[src/rtl/sound_pkg.sv]
// Shared types and constants for the sound scheduler: FSM state encoding,
// clip indices in requester order, and the shared counter width helper.
package sound_pkg;

    typedef enum logic [1:0] {
        StIdle  = 2'd0,
        StStart = 2'd1,
        StPlay  = 2'd2,
        StGap   = 2'd3
    } sound_state_t;

    localparam int unsigned CLIP_0 = 0;
    localparam int unsigned CLIP_1 = 1;
    localparam int unsigned CLIP_2 = 2;
    localparam int unsigned CLIP_3 = 3;

    // Watchdog and gap timer share one counter sized for the larger of the two.
    function automatic int unsigned cnt_width(int unsigned a, int unsigned b);
        return $clog2((a > b) ? a : b) + 1;
    endfunction

endpackage

[src/rtl/sound_prio_enc.sv]
// Fixed-priority encoder: reports whether any bit is set and the lowest set
// index (index 0 has the highest priority).
module sound_prio_enc #(
    parameter int unsigned N_REQ = 4,
    parameter int unsigned CW    = 2
) (
    input  logic [N_REQ-1:0] pending,
    output logic             valid,
    output logic [CW-1:0]    index
);

    always_comb begin
        valid = |pending;
        index = '0;
        for (int i = N_REQ - 1; i >= 0; i--) begin
            if (pending[i]) begin
                index = CW'(i);
            end
        end
    end

endmodule

[src/rtl/sound_scheduler.sv]
// Arbitrates one-shot sound requests onto a single clip player with a post-clip
// gap and play watchdog. Define SOUND_PREEMPT_EN to let higher-priority requests abort PLAY.
module sound_scheduler
    import sound_pkg::*;
#(
    parameter int unsigned N_REQ    = 4,
    parameter int unsigned CW       = 2,
    parameter int unsigned GAP_CYC  = 16,
    parameter int unsigned MAX_PLAY = 4096
) (
    input  logic             CLK,
    input  logic             RST,
    input  logic [N_REQ-1:0] req,
    input  logic             mute,
    input  logic             player_done,
    output logic             play_start,
    output logic             play_stop,
    output logic [CW-1:0]    clip_id,
    output logic             busy,
    output logic [N_REQ-1:0] pending,
    output logic             timeout_err
);

    localparam int unsigned CNT_W = cnt_width(MAX_PLAY, GAP_CYC);

    sound_state_t     state_q, state_d;
    logic [CNT_W-1:0] cnt_q, cnt_d;
    logic [CW-1:0]    clip_q, clip_d;
    logic [N_REQ-1:0] pend_q, pend_d, pend_clr, top_onehot;
    logic             terr_q, terr_d;
    logic             enc_valid;
    logic [CW-1:0]    enc_idx;
    logic             wd_expired;
    logic             gap_done;
    logic             preempt;

    sound_prio_enc #(
        .N_REQ (N_REQ),
        .CW    (CW)
    ) u_prio_enc (
        .pending (pend_q),
        .valid   (enc_valid),
        .index   (enc_idx)
    );

    assign top_onehot = N_REQ'(1) << enc_idx;
    assign wd_expired = (cnt_q == CNT_W'(MAX_PLAY - 1));
    assign gap_done   = (cnt_q == CNT_W'(GAP_CYC - 1));

`ifdef SOUND_PREEMPT_EN
    assign preempt = enc_valid && (enc_idx < clip_q);
`else
    assign preempt = 1'b0;
`endif

    always_comb begin
        state_d    = state_q;
        cnt_d      = cnt_q;
        clip_d     = clip_q;
        terr_d     = terr_q;
        pend_clr   = '0;
        play_start = 1'b0;
        play_stop  = 1'b0;

        unique case (state_q)
            StIdle: begin
                if (!mute && enc_valid) begin
                    clip_d   = enc_idx;
                    pend_clr = top_onehot;
                    state_d  = StStart;
                end
            end
            StStart: begin
                cnt_d = '0;
                // A mute arriving before the clip starts aborts instead of starting.
                if (mute) begin
                    play_stop = 1'b1;
                    state_d   = StGap;
                end else begin
                    play_start = 1'b1;
                    state_d    = StPlay;
                end
            end
            StPlay: begin
                cnt_d = cnt_q + CNT_W'(1);
                if (player_done) begin
                    cnt_d   = '0;
                    state_d = StGap;
                end else if (wd_expired) begin
                    play_stop = 1'b1;
                    terr_d    = 1'b1;
                    cnt_d     = '0;
                    state_d   = StGap;
                end else if (mute) begin
                    play_stop = 1'b1;
                    cnt_d     = '0;
                    state_d   = StGap;
                end else if (preempt) begin
                    play_stop = 1'b1;
                    clip_d    = enc_idx;
                    pend_clr  = top_onehot;
                    state_d   = StStart;
                end
            end
            StGap: begin
                if (gap_done) begin
                    cnt_d   = '0;
                    state_d = StIdle;
                end else begin
                    cnt_d = cnt_q + CNT_W'(1);
                end
            end
            default: state_d = StIdle;
        endcase

        // A new request in the grant cycle re-arms the bit being cleared.
        pend_d = mute ? '0 : ((pend_q & ~pend_clr) | req);
    end

    always_ff @(posedge CLK or posedge RST) begin
        if (RST) begin
            state_q <= StIdle;
            cnt_q   <= '0;
            clip_q  <= '0;
            pend_q  <= '0;
            terr_q  <= 1'b0;
        end else begin
            state_q <= state_d;
            cnt_q   <= cnt_d;
            clip_q  <= clip_d;
            pend_q  <= pend_d;
            terr_q  <= terr_d;
        end
    end

    assign busy        = (state_q != StIdle);
    assign pending     = pend_q;
    assign clip_id     = clip_q;
    assign timeout_err = terr_q;

endmodule

[config.mk]
export PLATFORM = sky130hd
export DESIGN_NAME = sound_scheduler
export DESIGN_NICKNAME = d
export VERILOG_FILES = /design/src/rtl/sound_pkg.sv /design/src/rtl/sound_prio_enc.sv /design/src/rtl/sound_scheduler.sv
export SDC_FILE = /design/constraint.sdc
export NUM_CORES = 1
export LEC_CHECK = 0
export ABC_CLOCK_PERIOD_IN_PS = 1900
export CAP_MARGIN = 0
export CORE_UTILIZATION = 40
export DETAILED_ROUTE_END_ITERATION = 10
export PLACE_DENSITY = 0.72
export SYNTH_ARGS = -nofsm -noshare
export SYNTH_HDL_FRONTEND = slang
export SYNTH_SLANG_ARGS = --single-unit
[constraint.sdc]
create_clock -name CLK -period 1.9 [get_ports CLK]
set_input_delay 0.285 -clock CLK [delete_from_list [all_inputs] [get_ports CLK]]
set_output_delay 0.285 -clock CLK [all_outputs]
set_load 0.01 [all_outputs]
==> impl_metrics.env <==
export IMPL_insertion_delay_ns=0.32
export IMPL_critical_path_endpoint="state_q[1]$_DFFE_PP0P_"
export IMPL_min_path_type="in -> async"
export IMPL_violations="DRC"
export IMPL_core_area_um2=2830
export IMPL_grt_overflow=0
export IMPL_dieArea_um2=3300
export IMPL_hpwlAfterDp_um=2210
export IMPL_finalNonFillerCells=210
export IMPL_wl_um=3130
export IMPL_path_clk_slew_ns=0.12
export IMPL_synth_seq_cells=22
export IMPL_worst_slew_pin_transition_ns=0.357
export IMPL_r2r_start="cnt_q[4]$_DFFE_PP0N_"
export IMPL_htreeDepth=1
export IMPL_p_leak_nw=0.852
export IMPL_cts_sinks=22
export IMPL_wl_per_cell_um=14.9
export IMPL_grt_pass1_wl_um=5110
export IMPL_fin_nets=193
export IMPL_grt_util_all_layers=0.206
export IMPL_finalHoldViolations=0
export IMPL_clock_path_buffers=2
export IMPL_clock_root_buffer="clkbuf_4"
export IMPL_fin_skew_ns=0.00652
export IMPL_ys_seq_area_frac=0.448
export IMPL_slew_violations=0
export IMPL_die_h_um=57.4
export IMPL_final_area_um2=1770
export IMPL_die_w_um=57.4
export IMPL_placedCellCount=201
export IMPL_critPathKind="reg -> reg"
export IMPL_drtAntennaViolNets=0
export IMPL_drt_iter0_markers=50
export IMPL_maxSlewHeadroom=0.760
export IMPL_io_pins=18
export IMPL_worstPathRequired_ns=2.12
export IMPL_rrSetupSlack_ns=0.02
export IMPL_vdd_drop_max_mv=0.617
export IMPL_cts_buffers=3
export IMPL_cts_tree="built"
export IMPL_fin_crit_sh=0.989
export IMPL_rows=19
export IMPL_yosysTopAreaCell="dfrtp_1"
export IMPL_postCtsHoldBufs=0
export IMPL_syn_inst=127
export IMPL_synth_area_leaders="dfrtp_1 45%, ha_1 5.1%, nor2_1 4.6%"
export IMPL_gp_congestion=0.826
export IMPL_r2r_end="state_q[1]$_DFFE_PP0P_"
export IMPL_startpoint="cnt_q[4]$_DFFE_PP0N_"
export IMPL_vias=1115
export IMPL_synth_cell_types=35
export IMPL_reg2regPathDepth=4
export IMPL_placed_cell_area_um2=1640
export IMPL_drtPass1Iterations=7
export IMPL_port_buffers=17
export IMPL_worstSetupStartpointType="flip-flop"
export IMPL_path_max_fanout=4
export IMPL_rsz0062_at_grt="yes"
export IMPL_timing_fmax_mhz=532
export IMPL_via_per_inst=5.31
export IMPL_avgSynthCellArea_um2=9.67
export IMPL_synthesis_nets=140
export IMPL_n_antenna_cell=0
export IMPL_start_util=0.434
export IMPL_setup_viol=0
export IMPL_drv_cap=0
export IMPL_grt_max_degree=23
export IMPL_crit_arrival_ns=2.10
export IMPL_status="finished, violations left"
export IMPL_grt_pass1_vias=1141
export IMPL_layout_drive_gt1_share=0.346
export IMPL_antenna_found_initial=0
export IMPL_yosys_area_top_type_share=0.448
export IMPL_fin_crit_ns=1.88
export IMPL_drc_errors=2
export IMPL_p_per_area_nw_per_um2=1060
export IMPL_mostFrequentLayoutCells="34 x buf_4, 22 x dfrtp_1, 15 x nor2_1, 14 x clkdlybuf4s50_1, 10 x nand2_1"
export IMPL_ys_warn_count=0
export IMPL_setup_worst_path_end_class="flip-flop"
export IMPL_syn_to_final_growth_pct=44.1
export IMPL_mostFrequentLayoutCell="buf_4"
export IMPL_syn_area_um2=1230
cells by family (layout without fill, tap and decap cells):
kind of cell    after synthesis  count (layout)  share of synthesized area
fa+ha+maj                     5               5                     0.0509
buf+inv                      13              65                     0.0428
mux                           3               3                     0.0305
xor+xnor                      7               7                     0.0499
flops                        22              22                      0.448
compound gates               26              26                      0.150
simple gates                 51              51                      0.228
final cells by class:
| type | count | area, um^2 |
|---|---|---|
| multi-input cells | 92 | 689 |
| well taps | 31 | 38.8 |
| fillers | 243 | 1060 |
| flip-flops and latches | 22 | 551 |
| clock buffers | 4 | 36.3 |
| inverters | 10 | 37.5 |
| repair buffers | 51 | 418 |
how the worst min path moves through the flow:
stage                                 start  cells after the start  slack (ns)                      end
floorplan                               RST                      1        0.27   clip_id[0]$_DFFE_PP0P_
global placement    timeout_err$_DFFE_PP0P_                      1        0.44  timeout_err$_DFFE_PP0P_
detailed placement  timeout_err$_DFFE_PP0P_                      1        0.46  timeout_err$_DFFE_PP0P_
CTS                                     RST                      3        0.31     pending[3]$_DFF_PP0_
global route                            RST                      3        0.34   clip_id[1]$_DFFE_PP0P_
finish                                  RST                      3        0.29     pending[3]$_DFF_PP0_
what timing repair did:
item | in CTS | in global routing
setup buffers | 1 | 4
resized for setup | 10 | 13
pin swaps | 2 | 6
endpoints found under the setup margin | 5 | 17
worst max-delay path: stages, from the launching register on:
cell	delay [ns]
dfrtp_1	0.43
or4_4	0.56
o31ai_4	0.33
nand3_2	0.14
mux2_4	0.33
cells in the mapped netlist:
cell       n
nor3_1     6
xnor2_1    6
o311ai_4   1
nor2b_1    2
mux2_4     1
clkbuf_1   2
nand4b_2   1
nor4_1     1
o31ai_4    1
nand3_2    2
nand3b_1   1
ha_1       5
nand2_1   10
mux2_2     2
nand4_1    2
a21boi_0   1
or4_4      2
and3_1     1
xor2_1     1
and2_2     1
nor2_1    15
dfrtp_1   22
or2_2      1
a21oi_1    9
buf_4      1
a21o_1     2
or3_1      2
a22oi_1    1
or4_1      1
o21ai_0   10
nand4b_1   1
a41o_2     1
nand2b_1   1
nand3_1    1
inv_1     10
power breakdown:
part           switching [W]  total (W)  internal (W)  leakage [nW]
logic               0.000457    0.00101      0.000548         0.538
clock network       0.000148   0.000265      0.000117        0.0210
registers          0.0000581   0.000599      0.000541         0.293
layer usage:
metal  GRT usage  part of all wire  vias to the layer above
met2       0.347              0.50                       27
met1       0.253              0.43                      535
met4       0.118             0.030                        0
met5           0                 0                        -
li1            -                 -                      544
met3      0.0272             0.042                        9
stage by stage:
step	setup slack [ns]	TNS [ns]	hold slack, ns	utilization	power (W)
3_5_place_dp	-0.106	-0.106	0.455	0.580	0.00149
3_3_place_gp	-0.0858	-0.0858	0.443	0.580	0.00146
5_1_grt	-0.0515	-0.415	0.342	0.626	0.00199
6_report	0.0204	0	0.293	0.626	0.00187
2_1_floorplan	0.118	0	0.274	-	0.00107
4_1_cts	0.00495	0	0.308	0.597	0.00175
registers in the layout (all words and copies together) (netlist names):
name and count:
cnt_q 13, pending 4, clip_id 2, state_q 2
timeout_err 1
Note: power is estimated with default switching activity, not from simulation.
